## src/rtl/arb_mux_pkg.sv

```systemverilog
// Shared constants and helpers for the arbitrated W-bit channel mux.
package arb_mux_pkg;

    localparam logic MODE_FIXED = 1'b0;
    localparam logic MODE_RR    = 1'b1;

    // Ceiling log2 for elaboration-time width derivation (clog2(1) = 0).
    function automatic int clog2(input int v);
        int r;
        r = 0;
        while ((1 << r) < v) r++;
        return r;
    endfunction

endpackage

```

## src/rtl/arb_mux_rr_pick.sv

```systemverilog
// Rotating priority encoder: first asserted request at or after base wins.
module rr_pick #(
    parameter int N    = 4,
    parameter int SELW = 2
) (
    input  logic [N-1:0]    req,
    input  logic [SELW-1:0] base,
    output logic            gnt_valid,
    output logic [SELW-1:0] gnt
);

    int   idx;
    logic found;

    // Scan base, base+1, ... wrapping mod N. base < 2^SELW < 2N, so
    // base+k stays below 3N and two conditional subtractions bring it in range.
    always_comb begin
        gnt_valid = |req;
        gnt       = '0;
        found     = 1'b0;
        idx       = 0;
        for (int k = 0; k < N; k++) begin
            idx = int'(base) + k;
            if (idx >= N) idx = idx - N;
            if (idx >= N) idx = idx - N;
            if (!found && req[idx]) begin
                found = 1'b1;
                gnt   = SELW'(idx);
            end
        end
    end

endmodule

```

## src/rtl/arb_mux.sv

```systemverilog
// N-input, W-bit mux with per-channel valid/ready, fixed or round-robin
// selection, and a single registered output stage.
module arb_mux
    import arb_mux_pkg::*;
#(
    parameter  int W    = 32,
    parameter  int N    = 4,
    localparam int SELW = (N > 1) ? clog2(N) : 1
) (
    input  logic             clk,
    input  logic             rst,
    input  logic [N*W-1:0]   in,
    input  logic [N-1:0]     in_valid,
    output logic [N-1:0]     in_ready,
    input  logic [SELW-1:0]  sel,
    input  logic             mode,
    output logic [W-1:0]     out,
    output logic [SELW-1:0]  out_ch,
    output logic             out_valid,
    input  logic             out_ready
);

    localparam int              NP   = 1 << SELW;
    localparam logic [SELW:0]   NLIM = (SELW+1)'(N);

    logic            can_load;
    logic            grant_valid;
    logic [SELW-1:0] grant;
    logic            fix_valid;
    logic            rr_valid;
    logic [SELW-1:0] rr_gnt;
    logic [SELW-1:0] ptr;
    logic [SELW-1:0] ptr_nxt;
    logic [NP-1:0]   vpad;
    logic [W-1:0]    gdata;
    logic            xfer;

    // The slot is free when empty or being drained this cycle.
    assign can_load = !out_valid || out_ready;

    rr_pick #(.N(N), .SELW(SELW)) u_pick (
        .req       (in_valid),
        .base      (ptr),
        .gnt_valid (rr_valid),
        .gnt       (rr_gnt)
    );

    // Grant select; in_valid is zero-padded so an out-of-range sel never
    // indexes past the vector and simply yields no grant.
    always_comb begin
        vpad          = '0;
        vpad[N-1:0]   = in_valid;
        fix_valid     = ({1'b0, sel} < NLIM) && vpad[sel];
        if (mode == MODE_RR) begin
            grant_valid = rr_valid;
            grant       = rr_gnt;
        end else begin
            grant_valid = fix_valid;
            grant       = sel;
        end
    end

    // One-hot ready to the granted channel and data mux for the winner.
    always_comb begin
        in_ready = '0;
        gdata    = '0;
        for (int i = 0; i < N; i++) begin
            in_ready[i] = !rst && can_load && grant_valid && (grant == SELW'(i));
            if (grant == SELW'(i)) gdata = in[i*W +: W];
        end
    end

    assign xfer    = |(in_valid & in_ready);
    assign ptr_nxt = (grant == SELW'(N-1)) ? '0 : grant + 1'b1;

    // Output stage and round-robin pointer; a load overrides a drain.
    always_ff @(posedge clk) begin
        if (rst) begin
            out       <= '0;
            out_ch    <= '0;
            out_valid <= 1'b0;
            ptr       <= '0;
        end else if (xfer) begin
            out       <= gdata;
            out_ch    <= grant;
            out_valid <= 1'b1;
            if (mode == MODE_RR) ptr <= ptr_nxt;
        end else if (out_ready) begin
            out_valid <= 1'b0;
        end
    end

endmodule
```

## config.mk

```make
export PLATFORM = sky130hd
export DESIGN_NAME = arb_mux
export DESIGN_NICKNAME = d
export VERILOG_FILES = /design/src/rtl/arb_mux_pkg.sv /design/src/rtl/arb_mux_rr_pick.sv /design/src/rtl/arb_mux.sv
export SDC_FILE = /design/constraint.sdc
export NUM_CORES = 1
export LEC_CHECK = 0
export BUFFER_PORTS_ARGS = -buffer_cell sky130_fd_sc_hd__buf_2
export CORE_AREA = 2 2 75 91
export DETAILED_ROUTE_END_ITERATION = 8
export DIE_AREA = 0 0 77 93
export GPL_TIMING_DRIVEN = 1
export PLACE_DENSITY = 0.79
export SYNTH_ARGS = -nofsm -noshare
export SYNTH_HDL_FRONTEND = slang
export SYNTH_SLANG_ARGS = --single-unit
```

## constraint.sdc

```tcl
create_clock -name clk -period 3.2 [get_ports clk]
set_input_delay 0.16 -clock clk [delete_from_list [all_inputs] [get_ports clk]]
set_output_delay 0.16 -clock clk [all_outputs]
set_load 0.03 [all_outputs]
```

Yosys cells after proc, flatten, opt, wreduce, memory -nomap -nowiden
Index checks and enable logic that the tools add are counted.
{"block": "op_classes", "addsub": 12, "n_lt_le_gt_ge": 13, "eq_ne": 3, "muxes": 38, "bitwise_logic": 1, "reduce_logical": 20}
{"operator": "32-bit two-way mux", "n": 12}
{"operator": "32-bit by 4-bit greater-or-equal comparator with 1-bit output (second input constant)", "n": 7}
{"operator": "32-bit by 4-bit subtractor with 32-bit output (second input constant)", "n": 7}
{"operator": "32-bit by 4-bit less-than comparator with 1-bit output (second input constant)", "n": 4}
{"operator": "1-bit two-way mux", "n": 15}
{"operator": "2-bit two-way mux", "n": 6}
{"operator": "1-bit binary-select mux with 2-bit select", "n": 5}
{"operator": "1-bit logical AND", "n": 9}
{"operator": "4-bit OR reduction", "n": 2}
{"operator": "2-bit by 2-bit adder with 3-bit output (second input constant)", "n": 2}
{"operator": "1-bit logical NOT", "n": 5}
{"operator": "4-bit bitwise AND", "n": 1}
{"operator": "2-bit == test (second input constant)", "n": 2}
{"operator": "2-bit by 3-bit subtractor with 4-bit output (second input constant)", "n": 1}
{"operator": "2-bit by 1-bit adder with 3-bit output (second input constant)", "n": 1}
{"operator": "2-bit by 3-bit greater-or-equal comparator with 1-bit output (second input constant)", "n": 1}
{"operator": "2-bit by 3-bit less-than comparator with 1-bit output (second input constant)", "n": 1}
{"operator": "2-bit by 1-bit adder with 2-bit output (second input constant)", "n": 1}
{"operator": "2-bit by 1-bit == test with 1-bit output (second input constant)", "n": 1}
{"operator": "2-bit logical NOT", "n": 1}
{"operator": "2-bit AND reduction", "n": 1}
{"operator": "2-bit nonzero test", "n": 1}
{"operator": "1-bit logical OR", "n": 1}
{"block": "word_totals", "register_bits": 37, "inputBits": 138, "out_inout_bits": 39, "word_cells": 91}

Longest topological paths before layout
{"block": "depth", "ltp_word": 23, "ltp_mapped": 12, "ltp_nobuf": 9}

Cells and area by module
Synthesis repeated with hierarchy kept, for this count alone.
{"block": "unflattened", "hier_cells": 248, "area_unflattened_um2": 2384.8}
{"mod": "arb_mux", "n_inst": 1, "cells_per_inst": 233, "area_each_um2": 2307.2, "seq_area_each_um2": 740.7}
{"mod": "rr_pick", "n_inst": 1, "cells_per_inst": 15, "area_each_um2": 77.6, "seq_area_each_um2": 0.0}

Worst setup path after synthesis
OpenSTA, ideal clock, no wires.
{"block": "synth_timing", "path_kind": "register to register", "start": "register ptr[1]", "end": "register out[30]", "setup_ns": 0.123, "arrival_time_ns": 2.326, "t_required_ns": 3.077, "slack_ns": 0.752, "path_stages_with_launch": 12, "n_path_buf": 2, "period_less_slack_ns": 2.448, "path_cell_list": "dfxtp_1 -> nor2_1 -> o311ai_0 -> o211ai_1 -> o21ai_0 -> ha_1 -> a22oi_1 -> a211oi_2 -> or3b_1 -> buf_6 -> buf_8 -> mux2i_1"}
{"block": "synth_between", "elab_chain_cells": 23, "elab_cells_between_ends": 67, "cone_classes": "11 x add/sub; 8 x order compare; 3 x eq/ne; 32 x mux; 1 x bitwise; 12 x reduce/logical"}
{"item": "from (decl)", "line": "arb_mux.sv:32", "source": "logic [SELW-1:0] ptr;"}
{"item": "from (signal assigned)", "line": "arb_mux.sv:87", "source": "if (mode == MODE_RR) ptr <= ptr_nxt;"}
{"item": "parallel branches: the longest is 16 deep, another holds 32-bit by 4-bit subtractor with 32-bit output"}
{"item": "2-bit two-way mux (*)", "line": "arb_mux_rr_pick.sv:26", "source": "if (!found && req[idx]) begin"}
{"item": "2-bit two-way mux (*)", "line": "arb_mux.sv:54", "source": "if (mode == MODE_RR) begin"}
{"item": "2-bit logical NOT", "line": "arb_mux.sv:68, arb_mux.sv:69"}
{"item": "32-bit two-way mux (4 in a row)", "line": "arb_mux.sv:69", "source": "if (grant == SELW'(i)) gdata = in[i*W +: W];"}
{"item": "to (signal assigned)", "line": "arb_mux.sv:84", "source": "out <= gdata;"}
{"item": "to (decl)", "line": "arb_mux.sv:17", "source": "output logic [W-1:0] out,"}
Every way passes the cells marked *. The select of a mux whose other input is x is not followed.
A chain may end at the register's enable or synchronous reset.

Final worst setup path
{"block": "layout_timing", "start": "register ptr[1]", "end": "register out[19]"}
{"block": "layout_between", "elab_chain_cells": 23, "elab_cells_between_ends": 67, "cone_classes": "11 x add/sub; 8 x order compare; 3 x eq/ne; 32 x mux; 1 x bitwise; 12 x reduce/logical"}
{"item": "parallel branches: the longest is 16 deep, another holds 32-bit by 4-bit subtractor with 32-bit output"}
{"item": "2-bit two-way mux (*)", "line": "arb_mux_rr_pick.sv:26"}
{"item": "2-bit two-way mux (*)", "line": "arb_mux.sv:54"}
{"item": "named net grant[0]", "line": "arb_mux.sv:28", "source": "logic [SELW-1:0] grant;"}
{"item": "2-bit logical NOT", "line": "arb_mux.sv:68, arb_mux.sv:69"}
{"item": "32-bit two-way mux (4 in a row)", "line": "arb_mux.sv:69"}
Mark *: on every way through the listed nets, which the timed path passes. The select of a mux whose other input is x is not followed.

==> metrics.csv <==
metric,value,unit
status,"complete, no violations",
"Seq/Total Area, Yosys",28.8,%
worst r2r path cells,11,
synth warn,0,
Synth cell types,36,
post-synthesis cell area,2570,µm²
final slew viol count,0,
drt drc,0,
Cell Pwr Density,431,nW/µm²
CP Launch Type,register,
Worst Setup Path Type,reg2reg,
initial antenna violation count,0,
die width,77,µm
Total Negative Setup Slacks,0,ps
"EDFF count, synth",0,
layout cells sized above 1,41.3,%
max cap viols,0,
Die ar.,7160,µm²
Syn-to-layout area delta,38.7,%
CTS H-tree lvls,2,
worst hold path cell count,2,
TritonCTS clock tree,yes,
clk buf depth,2,
CP Data Arrival Time,3150,ps
core area,6330,µm²
row count,32,
largest net degree at the start of global routing,66,
overflow left after global routing,0,
Min-Delay Endpoint,out_valid,
ANT nets after route,0,
Period minus WS final,2990,ps
Mapped Nets,458,
Placed Cells,556,
Synth Register Bits,37,
n_diodes,0,
final WL,7870,µm
fill cell count,627,
first-pass GRT wire length,12600,µm
IO Count,177,
overall power,1.54,mW
DRT iter0 DRCs,170,
final hold vios,0,
R2R setup slack,210,ps
mean post-synth cell area,8.13,µm²
drt first pass iters,5,
Num CTS Buffers,5,
hpwl dp,6080,µm
Synth Instances,316,
Hold WS,140,ps
clk slew on worst S/H paths,70,ps
worst hold start,rst,
Avg WL per Cell,13.9,µm
clk_skew,2.42,ps
r2r startpoint,ptr[1],
asr flop ratio synth,0,%
RSZ-0062 raised after global routing,false,
CP required,3360,ps
Max transition margin,47.7,%
final instance count without filler cells,565,
period utilisation layout,93.4,%
Port Buffers,176,
# clock sinks,37,
total track usage,21.6,%
Worst Hold Class,in2reg,
RR Endpoint,out[19],
CTS Hold Bufs,0,
P_leak,2.01,nW
nature of the critical path endpoint,register,
crit-path max FO,21,
Tightest Pin Transition,765,ps
ys flop type,dfxtp_1,
final setup vio count,0,
GPL Wtd Cong,0.865,
initial core utilization,40.6,%
Worst VDD drop,0.227,mV
vias in the first global route,2751,
vias,3007,
Die Span Y,93,µm
fmax,335,MHz
nets,621,
clk_lat worst skew,280,ps
vias per cell,5.32,
root buf cell,clkbuf_8,
area by class of cell:
class,instances,area [µm²],share of cell area [%]
Clock buffer,5,68.8,1.93
Clock inverter,3,17.5,0.491
Inverter,38,143,4.00
Multi-Input combinational cell,212,1540,43.1
Sequential cell,37,741,20.8
Tap cell,85,106,2.98
Timing Repair Buffer,185,952,26.7
flip-flops by register name, indices dropped and copies added (netlist names):
| register | count |
|---|---|
| out_valid | 1 |
| ptr | 2 |
| out_ch | 2 |
| out | 32 |
worst max-delay path by stage:
| stage | from | to | cells past startpoint |
|---|---|---|---|
| after CTS | ptr[1] | out[5] | 11 |
| after global placement | ptr[1] | out[17] | 11 |
| after detailed placement | ptr[1] | out[5] | 11 |
| after floorplan | ptr[1] | out[30] | 11 |
| after global routing | ptr[1] | out[17] | 11 |
| final | ptr[1] | out[19] | 11 |
kinds of logic after synthesis:
group           count (synthesis)  synth area share (%)
compound gates                117                  33.9
fa+ha+maj                       4                  1.95
simple gates                   56                  9.79
flops                          37                  28.8
mux                            35                  13.6
buf+inv                        67                  11.9
metal layers:
metal  part of all wire [%]  track usage (%)
met1                     39             25.1
met4                    1.4             7.74
met3                    7.7             4.05
met5                      0                0
met2                     52             39.5
synthesized netlist by cell type, types with 2 or more instances:
library cell / number / area share [%]
a21oi_1: 36 / 7.0
a221o_1: 31 / 12
a22oi_1: 34 / 9.9
and3_1: 4 / 0.97
buf_12: 2 / 1.6
buf_2: 2 / 0.39
clkbuf_1: 23 / 3.4
dfxtp_1: 37 / 29
ha_1: 4 / 1.9
inv_1: 37 / 5.4
mux2i_1: 35 / 14
nand2_1: 35 / 5.1
nor2_1: 7 / 1.0
nor2b_1: 2 / 0.49
nor3_1: 2 / 0.39
o21ai_0: 4 / 0.78
or2b_1: 2 / 0.58
per-stage QoR:
step           cell area, µm²  utilization (%)  setup WS [ps]
3_5_place_dp             3460             54.7            142
3_3_place_gp             3460             54.7            335
2_1_floorplan            2570                -            752
5_1_grt                  3560             56.3           5.49
6_report                 3560             56.3            211
4_1_cts                  3550             56.1            125
where the power goes:
part | switching (mW) | internal, mW
clock network | 0.166 | 0.150
registers | 0.0293 | 0.518
logic | 0.390 | 0.283
total | 0.585 | 0.952
cell usage in the layout (no fill, tap or decap), drive strengths merged, types with 2 or more instances in the layout:
cell	n
a22oi	34
clkbuf	5
a221o	31
buf	185
clkinv	3
a211oi	2
a21oi	36
and3	4
o21ai	4
nand2	35
or2b	2
nor3	2
nor2	7
ha	4
nor2b	2
inv	37
mux2i	35
dfxtp	37
critical path, cell delays in order (launching register included):
cell and delay [ps]:
dfxtp_1 450, or2b_1 140, a21oi_1 60, o211ai_1 260, o21a_1 210, ha_1 260
buf_6 220, a22oi_1 110, a211oi_2 200, or3b_2 510, buf_4 270, mux2i_1 160
timing repair:
action | in CTS | in global routing
buffers inserted | 0 | 1
setup endpoints to repair | 0 | 33
gates resized for setup | 0 | 2
No activity file was read; power rests on OpenSTA's default activity.
